$ cat config.mk
export PLATFORM = sky130hd
export DESIGN_NAME = uart_tx_fifo
export DESIGN_NICKNAME = d
export VERILOG_FILES = /design/src/rtl/uart_tx_fifo.sv
export SDC_FILE = /design/constraint.sdc
export NUM_CORES = 1
export LEC_CHECK = 0
export ABC_AREA = 1
export BUFFER_PORTS_ARGS = -buffer_cell sky130_fd_sc_hd__buf_2
export CAP_MARGIN = 0
export CORE_AREA = 2 2 121 99
export DETAILED_ROUTE_END_ITERATION = 8
export DIE_AREA = 0 0 123 101
export HOLD_SLACK_MARGIN = 0.03
export PLACE_DENSITY = 0.78
export SLEW_MARGIN = 25
export SYNTH_ARGS = -nofsm -noshare
export SYNTH_HDL_FRONTEND = slang
export SYNTH_SLANG_ARGS = --single-unit
$ cat constraint.sdc
create_clock -name clk -period 2.94 [get_ports clk]
set_input_delay 0.735 -clock clk [delete_from_list [all_inputs] [get_ports clk]]
set_output_delay 0.735 -clock clk [all_outputs]
set_load 0.005 [all_outputs]
$ cat src/rtl/uart_tx_fifo.sv
// Byte FIFO that feeds a UART transmitter through a one-byte-in-flight launch sequencer.
// Define UART_TX_FIFO_OVERFLOW_EN to build the sticky overflow flag; otherwise overflow is tied low.
module uart_tx_fifo #(
    parameter int DEPTH  = 16,
    parameter int DATA_W = 8
) (
    input  logic                   clk,
    input  logic                   rst,
    input  logic                   wr_en,
    input  logic [DATA_W-1:0]      wr_data,
    output logic                   full,
    output logic                   empty,
    output logic [$clog2(DEPTH):0] count,
    output logic                   overflow,
    output logic                   txStart,
    output logic [DATA_W-1:0]      txData,
    input  logic                   txBusy,
    input  logic                   txDone
);
    // state     | meaning
    // IDLE      | waiting for a queued byte and an idle transmitter
    // LAUNCH    | txStart high for exactly this cycle
    // WAIT_BUSY | waiting for the transmitter to raise txBusy
    // WAIT_DONE | frame in progress, waiting for txDone or txBusy to drop

    localparam int AW = $clog2(DEPTH);
    localparam logic [AW:0] CNT_ONE  = (AW+1)'(1);
    localparam logic [AW:0] CNT_FULL = (AW+1)'(DEPTH);

    typedef enum logic [1:0] {IDLE, LAUNCH, WAIT_BUSY, WAIT_DONE} state_t;

    state_t            state, state_nxt;
    logic [DATA_W-1:0] mem [DEPTH];
    logic [AW-1:0]     wr_ptr, rd_ptr;
    logic              wr_accept;
    logic              pop;

    assign full      = (count == CNT_FULL);
    assign empty     = (count == '0);
    assign wr_accept = wr_en && !full;

    // Storage is not reset; pointers and count alone define what is valid.
    always_ff @(posedge clk) begin
        if (wr_accept)
            mem[wr_ptr] <= wr_data;
    end

    always_ff @(posedge clk) begin
        if (rst) begin
            wr_ptr <= '0;
            rd_ptr <= '0;
            count  <= '0;
            txData <= '0;
        end else begin
            if (wr_accept)
                wr_ptr <= wr_ptr + AW'(1);
            if (pop) begin
                rd_ptr <= rd_ptr + AW'(1);
                txData <= mem[rd_ptr];
            end
            case ({wr_accept, pop})
                2'b10:   count <= count + CNT_ONE;
                2'b01:   count <= count - CNT_ONE;
                default: count <= count;
            endcase
        end
    end

    always_ff @(posedge clk) begin
        if (rst)
            state <= IDLE;
        else
            state <= state_nxt;
    end

    // A drop of txBusy in WAIT_DONE without txDone is treated as an aborted frame.
    always_comb begin
        state_nxt = state;
        case (state)
            IDLE:      if (!empty && !txBusy) state_nxt = LAUNCH;
            LAUNCH:    state_nxt = WAIT_BUSY;
            WAIT_BUSY: begin
                if (txDone)
                    state_nxt = IDLE;
                else if (txBusy)
                    state_nxt = WAIT_DONE;
            end
            WAIT_DONE: if (txDone || !txBusy) state_nxt = IDLE;
            default:   state_nxt = IDLE;
        endcase
    end

    always_comb begin
        txStart = 1'b0;
        pop     = 1'b0;
        case (state)
            IDLE:    pop     = !empty && !txBusy;
            LAUNCH:  txStart = 1'b1;
            default: ;
        endcase
    end

`ifdef UART_TX_FIFO_OVERFLOW_EN
    always_ff @(posedge clk) begin
        if (rst)
            overflow <= 1'b0;
        else if (wr_en && full)
            overflow <= 1'b1;
    end
`else
    assign overflow = 1'b0;
`endif

endmodule
==> results.cfg, run 1 <==
[floorplanning]
core_um2 = 11300
die-width_um = 123
design.portCount = 30
die_y_um = 101
start_util = 0.596
die-area_um2 = 12400
rows = 35

[logic_synthesis]
async_flop_share = 0
post-synth-top-area-cell = edfxtp_1
yosysWarnings = 0
synth.most_common_cell = nand2_1
synth_edf_count = 128
yosysTopAreaCellShare = 0.571
syn-num-nets = 705
synth_commonest_cells = nand2_1 (225), edfxtp_1 (128), nand3_1 (95)
syn_area_um2 = 6730
synth_area_leaders = edfxtp_1 (57%), nand2_1 (13%), nand3_1 (7.1%)
ys_ff_latch = 151
synth_cell_types = 27
synth_flop_cell = edfxtp_1
yosysSeqAreaShare = 0.640
synth_area_per_cell_um2 = 9.87
synth_cells = 682

[global_routing]
grt_max_degree = 67
grt_pass1_wl_um = 24100
antenna_found_initial = 0
track_usage = 0.266
grt_pass1_vias = 4754
grt-ovfl-total = 0

[power_and_ir_drop]
leakage_nw = 3.35
cellPowerDensity_nw_per_um2 = 881
peakVddDrop_v = 0.000597

[clocking]
post_cts_resized = 0
cts_made_buffers = 17
insertion_delay_ns = 0.41
cts-root-buf = clkbuf_16
cts_sinks = 151
clockBufferDepth = 2
htreeDepth = 4
cts_hold_buf = 0
cts_tree = done
post_cts_buffers = 0
cts.clk_slew.worst_paths_ns = 0.06

[sta]
rsz0062_at_grt = false
post-route-min-period_ns = 2.42
setup-tns-final_ns = 0
skew_ns = 0.00782
fmax_ghz = 0.412
slew_headroom = 0.458
setup_viol = 0
fin_crit_sh = 0.825
maxSlewViolCount = 0
worst_slew_pin_slew_ns = 0.810
hold_viol = 0
setup_slack_ns = 0.516

[min_path]
min_path_type = reg -> reg
hold_start = wr_ptr[3]
hold_depth = 2
hold_end = wr_ptr[3]

[cells_and_area]
fillerInstances = 818
layout.nets = 736
fin_cells = 874
area_delta_synth_final_pct = 13.8
drive_gt1_frac = 0.118
diodes = 0

[worst_setup_path]
max_stage_delay_ns = 0.41
r2r_start = count[1]
crit_chain = nor2_1 > nand4_1 > nand2_2 > ha_1 > inv_1 > fa_1 > inv_1 > nand2_1 > a21oi_1 > nor2_1 > nand2_1 > nand2_1 > nand2_1 > a21oi_1
critical_path_class = reg -> reg
cp_common_cell = nand2_1
crit_path_end_kind = flop
critical_path_required_ns = 3.24
rr_worst_depth = 14
cp-start-kind = flop
slowest_stage = fa_1
cp_max_fo = 7
crit_family = simple AND/OR/NAND/NOR gates
critPathArrivalTime_ns = 2.72
rrSetupSlack_ns = 0.52
r2r-end = count[4]
cp.buffers_inverters = 2

[route]
drtIter0Drc = 449
route.vias.total = 4806
remaining_drc_errors = 0
viasPerCell = 5.50
first_pass_iters = 5
drt_wl_total_um = 15300
postRouteAntennaNets = 0
avgRoutedWirePerCell_um = 17.5

[placed_design]
gp_routability_congestion = 0.799
dp_cells = 842
preCtsSetupSlack_ns = 0.321
hpwl_um = 9290
io_buffers = 28

[job]
maxCapViolCount = 0

[status]
status = finished, final reports clean
==> state kept, by name (all words and copies together) (netlist names) <==
name	count
mem	128
rd_ptr	4
state	2
wr_ptr	4
txData	8
count	5
==> worst register-to-register path: stages (launching register included) <==
cell and delay, ns:
dfxtp_1 0.36, nor2_1 0.20, nand4_1 0.16, nand2_2 0.17, ha_1 0.32, inv_1 0.10, fa_1 0.41, inv_1 0.07
nand2_1 0.06, a21oi_1 0.18, nor2_1 0.06, nand2_1 0.05, nand2_1 0.05, nand2_1 0.06, a21oi_1 0.06
==> metrics by stage <==
stage	instance area, um2	utilization	hold WS (ns)	power (W)
2_1_floorplan	6730	-	0.471	0.00391
3_3_place_gp	6990	0.618	0.502	0.00430
3_5_place_dp	6990	0.618	0.500	0.00438
4_1_cts	7660	0.678	0.509	0.00674
5_1_grt	7660	0.678	0.538	0.00705
6_report	7660	0.678	0.508	0.00674
==> final cells by class <==
| type | instances | area, um2 | area share |
|---|---|---|---|
| multi-input combinational | 402 | 1860 | 0.243 |
| inverter | 100 | 375 | 0.0490 |
| clock inverter | 8 | 101 | 0.0132 |
| timing repair buffer | 41 | 263 | 0.0343 |
| clock buffer | 24 | 568 | 0.0742 |
| tap | 148 | 185 | 0.0242 |
| sequential | 151 | 4310 | 0.562 |
==> cells in the final DEF, fill, tap and decap left out, types with 5 or more instances in the layout <==
cell	synthesis	final
dfxtp_1	23	22
nor2_1	24	24
clkbuf_16	0	22
xor2_1	5	5
ha_1	9	9
buf_2	13	28
edfxtp_1	128	128
inv_1	92	92
a21oi_1	14	14
nand2_1	225	225
buf_4	8	11
o21a_1	8	8
inv_2	8	8
nand3_1	95	95
o21ai_0	5	5
o21ai_1	5	5
==> how the worst max path moves through the flow <==
stage          startpoint  endpoint  slack (ns)  cells after the start
6_report         count[1]  count[4]        0.52                     14
3_3_place_gp       txBusy  count[4]        0.42                     15
5_1_grt          count[1]  count[4]        0.37                     14
3_5_place_dp       txBusy  count[4]        0.32                     15
2_1_floorplan      txBusy  count[4]        0.44                     15
4_1_cts          count[1]  count[4]        0.57                     14
==> report_power, final <==
part	internal, W	switching (W)
Sequential	0.00247	0.000119
Clock	0.00153	0.000838
Combinational	0.000592	0.00120
==> cells by family (layout without fill, tap and decap cells) <==
logic type | after synthesis | after routing | share of synthesized area
XOR/XNOR | 6 | 6 | 0.00781
AO/OA/AOI/OAI | 33 | 33 | 0.0279
adder cells (fa/ha/maj) | 10 | 10 | 0.0197
other | 1 | 1 | 0.000557
AND/OR/NAND/NOR | 352 | 352 | 0.220
buffers and inverters | 129 | 173 | 0.0844
flip-flops | 151 | 151 | 0.640
==> routing by layer <==
metal / track usage / wire length [um] / vias up
met5: 0 / 0 / -
met4: 0.104 / 291 / 0
met3: 0.0679 / 1260 / 31
met2: 0.451 / 7700 / 205
met1: 0.329 / 6050 / 2296
li1: - / - / 2274
(Power assumes the default switching activity.)
==> inputs of run 2 (changes only) <==
CORE_AREA = 2 2 127 104   (was 2 2 121 99)
DIE_AREA = 0 0 129 106   (was 0 0 123 101)
PLACE_DENSITY = 0.75   (was 0.78)
clock period = 2.2 ns   (was 2.94 ns; I/O delays follow)
==> run 2 against run 1 <==
Compared with the run above:
- clock skew grew 0.0021 ns
- routed wire length shrank 1.2%
- final cell count grew 4.8%
- worst hold slack lost 0.075 ns
- via count grew 0.48%
- die area grew 10%
- sequential cell count is the same
- sequential share of layout area shrank 0.85 points
- register-to-register slack lost 0.47 ns
- clock-buffer cell count shrank 5
- critical path type unchanged
==> results.cfg, run 2 (same netlist as run 1, synthesis figures left out) <==
[worst_setup_path]
cp_max_fo = 5
slowest_stage = dfxtp_4
critical_path_class = reg -> reg
critical_path_required_ns = 2.50
crit_path_end_kind = flop
cp_common_cell = nand2_1
r2r-end = count[4]
rr_worst_depth = 14
cp-start-kind = flop
r2r_start = count[1]
rrSetupSlack_ns = 0.04
max_stage_delay_ns = 0.37
critPathArrivalTime_ns = 2.46
crit_chain = nor2_4 > nand4_1 > nand2_4 > ha_4 > inv_1 > fa_2 > inv_1 > nand2_1 > a21oi_2 > nor2_1 > nand2_1 > nand2_1 > nand2_1 > a21oi_1

[global_routing]
grt_max_degree = 67
track_usage = 0.237
grt_pass1_wl_um = 24000
grt_pass1_vias = 4580
grt-ovfl-total = 0
antenna_found_initial = 0

[min_path]
hold_start = rst
hold_depth = 2
min_path_type = in -> reg
hold_end = count[4]

[floorplanning]
core_um2 = 12500
start_util = 0.536
die_y_um = 106
rows = 37
die-area_um2 = 13700
die-width_um = 129
design.portCount = 30

[clocking]
cts.clk_slew.worst_paths_ns = 0.06
htreeDepth = 4
clockBufferDepth = 2
insertion_delay_ns = 0.42
cts_sinks = 151
cts-root-buf = clkbuf_16
cts_hold_buf = 0
cts_made_buffers = 17
cts_tree = done

[cells_and_area]
regMostFlops = mem
reg_top3 = mem: 128 flops, txData: 8 flops, count: 5 flops
final_cell_mix = nand2_1 (225), edfxtp_1 (128), nand3_1 (95), inv_1 (92), buf_2 (28)
area_delta_synth_final_pct = 15.7
layout_commonest_cell = nand2_1
largest_reg_flops = 128
diodes = 0
fillerInstances = 968
drive_gt1_frac = 0.147
layout.nets = 751
fin_cells = 916

[sta]
setup-tns-final_ns = 0
worst_slew_pin_slew_ns = 0.634
fmax_ghz = 0.464
post-route-min-period_ns = 2.16
skew_ns = 0.00995
fin_crit_sh = 0.981
slew_headroom = 0.577
maxSlewViolCount = 0
setup_viol = 0
hold_viol = 0

[status]
status = finished, final reports clean

[power_and_ir_drop]
power_w = 0.00900
combPwrFrac = 0.279
switchingPower_w = 0.00293
p_sw_frac = 0.325
p_int_w = 0.00607
peakVddDrop_v = 0.00103
leakage_nw = 3.39
clkPwrFrac = 0.334
cellPowerDensity_nw_per_um2 = 1160
pwr-share-seq = 0.386

[job]
maxCapViolCount = 0

[route]
drtIter0Drc = 519
avgRoutedWirePerCell_um = 16.5
first_pass_iters = 5
postRouteAntennaNets = 0
remaining_drc_errors = 0
viasPerCell = 5.27
route.vias.total = 4829
drt_wl_total_um = 15100

[placed_design]
gp_routability_congestion = 0.901
dp_cells = 879
hpwl_um = 9290
io_buffers = 28
run 2: worst max-delay path by stage:
stage	startpoint	end	slack (ns)	cells after the start
floorplan	txBusy	count[4]	0.04	15
finish	count[1]	count[4]	0.04	14
CTS	count[2]	count[4]	0.02	14
global route	count[1]	count[4]	-0.01	14
detailed placement	txBusy	count[4]	-0.01	15
global placement	txBusy	count[4]	0.07	15
run 2: routing by layer:
layer | part of all wire | wire (um) | track usage | vias up
met5 | 0 | 0 | 0 | -
met4 | 0.020 | 309 | 0.0893 | 0
met3 | 0.079 | 1190 | 0.0488 | 30
met2 | 0.49 | 7380 | 0.379 | 200
met1 | 0.41 | 6240 | 0.323 | 2296
li1 | - | - | - | 2303
run 2: critical path, delay by kind of cell, from the launching register on:
kind / cells / cell delay [ns]
compound gates: 2 / 0.21
fa+ha+maj: 2 / 0.52
buf+inv: 2 / 0.14
flops: 1 / 0.37
simple gates: 8 / 0.78
run 2: timing repair:
item,4_1_cts,5_1_grt
buffers inserted,0,5
endpoints found under the setup margin,1,1
endpoints found under the hold margin,0,0
gates resized for setup,1,9
pin swaps,0,4
run 2: cell type report:
cell class / count / area, um2 / share of cell area
Sequential cell: 151 / 4310 / 0.554
Multi-Input combinational cell: 402 / 1890 / 0.243
Clock buffer: 19 / 433 / 0.0556
Timing Repair Buffer: 56 / 375 / 0.0482
Inverter: 100 / 375 / 0.0482
Tap cell: 175 / 219 / 0.0281
Clock inverter: 13 / 179 / 0.0230
run 2: power by group through the flow:
| stage | registers, W | clock network, W | logic, W |
|---|---|---|---|
| detailed placement | 0.00351 | 0 | 0.00242 |
| finish | 0.00348 | 0.00301 | 0.00251 |
| global placement | 0.00349 | 0 | 0.00231 |
| global route | 0.00349 | 0.00315 | 0.00279 |
| CTS | 0.00346 | 0.00304 | 0.00245 |
| floorplan | 0.00347 | 0 | 0.00179 |
run 2: through the flow:
stage	cell area, um2	setup WS (ns)	utilization	hold WS (ns)
after floorplan	6750	0.0354	-	0.472
after global placement	7110	0.0739	0.567	0.506
after detailed placement	7110	-0.0136	0.567	0.507
after CTS	7730	0.0167	0.616	0.424
after global routing	7790	-0.0114	0.621	0.436
final	7790	0.0428	0.621	0.433
==> inputs of run 3 (changes only) <==
--- a/constraint.sdc
+++ b/constraint.sdc
@@ -3,2 +3,2 @@
 set_output_delay 0.55 -clock clk [all_outputs]
-set_load 0.005 [all_outputs]
+set_load 0.02 [all_outputs]
==> run 3 against run 2 <==
Compared with the run above:
- global-route usage shrank 0.43 points
- highest routed layer unchanged
- final cell count shrank 0.11%
- utilization shrank 0.76 points
- critical path type unchanged
- die area is the same
- maximum frequency grew 5.7%
- largest cell class unchanged
==> results.cfg, run 3 (same netlist as run 1, synthesis figures left out) <==
[cells_and_area]
fillerInstances = 1009
largest_reg_flops = 128
layout_commonest_cell = nand2_1
reg_top3 = mem: 128 flops, txData: 8 flops, count: 5 flops
layout.nets = 750
final_util = 0.613
drive_gt1_frac = 0.143
final_cell_mix = nand2_1 (225), edfxtp_1 (128), nand3_1 (95), inv_1 (92), buf_2 (28)
area_delta_synth_final_pct = 14.3
regMostFlops = mem
diodes = 0

[sta]
setup_viol = 0
worst_slew_pin_slew_ns = 0.622
rsz0062_at_grt = false
skew_ns = 0.00679
fin_crit_sh = 0.928
slew_headroom = 0.585
maxSlewViolCount = 0
setup-tns-final_ns = 0
fmax_ghz = 0.490
hold_viol = 0
post-route-min-period_ns = 2.04

[worst_setup_path]
crit_family = simple AND/OR/NAND/NOR gates
critical_path_class = reg -> reg
cp-start-kind = flop
cp_common_cell = nand2_1
cp_max_fo = 5
critPathArrivalTime_ns = 2.34
crit_path_end_kind = flop
cp.buffers_inverters = 3
max_stage_delay_ns = 0.36
crit_chain = inv_2 > nand4_2 > nand2_2 > nor2_8 > ha_4 > inv_1 > fa_2 > inv_1 > nand2_1 > a21oi_2 > nor2_1 > nand2_1 > nand2_1 > nand2_1 > a21oi_1
critical_path_required_ns = 2.50
slowest_stage = dfxtp_2

[route]
drtIter0Drc = 475
viasPerCell = 5.22
drt_wl_total_um = 14900
first_pass_iters = 5
route.vias.total = 4775
postRouteAntennaNets = 0
avgRoutedWirePerCell_um = 16.3
remaining_drc_errors = 0

[global_routing]
busiest_layer = met2
grt_max_degree = 34
track_usage = 0.233
antenna_found_initial = 0
grt_use_met2 = 0.390
grt_pass1_wl_um = 23700
grt_pass1_vias = 4688
grt_use_met3 = 0.0589
met1_usage = 0.300
grt-ovfl-total = 0

[clocking]
clockBufferDepth = 2
cts_hold_buf = 0
cts_sinks = 151
cts_tree = done
cts.clk_slew.worst_paths_ns = 0.06
htreeDepth = 4
cts_made_buffers = 17
cts-root-buf = clkbuf_16
insertion_delay_ns = 0.42

[power_and_ir_drop]
peakVddDrop_v = 0.000694
cellPowerDensity_nw_per_um2 = 1140
leakage_nw = 3.36

[job]
maxCapViolCount = 0

[min_path]
min_path_type = in -> reg

[floorplanning]
die-width_um = 129
core_um2 = 12500
design.portCount = 30
rows = 37
start_util = 0.536
die_y_um = 106
die-area_um2 = 13700

[placed_design]
io_buffers = 28
hpwl_um = 9510
gp_routability_congestion = 0.883

[status]
status = finished, final reports clean
## run 3: cell count changes in the layout (fill, tap and decap cells not counted), sizes merged
cell | previous run | this run
bufinv | 4 | 0
clkbuf | 19 | 23
inv | 101 | 103
buf | 56 | 55
clkinvlp | 4 | 2
## run 3: layout make-up
cell class | count | area [um2] | share of cell area
sequential | 151 | 4310 | 0.560
multi-input combinational | 402 | 1880 | 0.244
clock buffer | 23 | 490 | 0.0637
inverter | 100 | 375 | 0.0488
timing repair buffer | 55 | 355 | 0.0462
tap | 175 | 219 | 0.0285
clock inverter | 9 | 63.8 | 0.00829
## run 3: metrics by stage
step | std cells | power (W) | worst slack (ns) | cell area (um2) | hold slack, ns
3_3_place_gp | 882 | 0.00597 | 0.0644 | 7130 | 0.482
3_5_place_dp | 882 | 0.00608 | 0.0195 | 7130 | 0.500
4_1_cts | 914 | 0.00876 | 0.0238 | 7680 | 0.433
5_1_grt | 915 | 0.00920 | 0.0235 | 7690 | 0.450
2_1_floorplan | 682 | 0.00543 | 0.0331 | 6760 | 0.472
6_report | 915 | 0.00875 | 0.159 | 7690 | 0.465
## run 3: final timing paths
path	from	cells past startpoint	slack [ns]	endpoint
worst max-delay path	count[0]	15	0.16	count[4]
worst min-delay path	rst	2	0.47	count[4]
worst max register to register	count[0]	15	0.16	count[4]
worst min register to register	wr_ptr[3]	2	0.50	wr_ptr[3]
## run 3: layer usage
| layer | part of all wire | up-vias |
|---|---|---|
| met2 | 0.51 | 160 |
| met5 | 0 | - |
| met1 | 0.42 | 2292 |
| met3 | 0.060 | 22 |
| li1 | - | 2301 |
| met4 | 0.014 | 0 |
## run 3: where the power goes
group	total (W)	switching [W]	internal (W)
Clock	0.00269	0.00111	0.00158
Sequential	0.00345	0.000137	0.00331
Combinational	0.00261	0.00176	0.000847
Total	0.00875	0.00301	0.00574
## run 3: repair_timing
item | CTS | global route
endpoints found under the setup margin | 0 | 2
buffers inserted | 0 | 1
gates resized for setup | 0 | 1
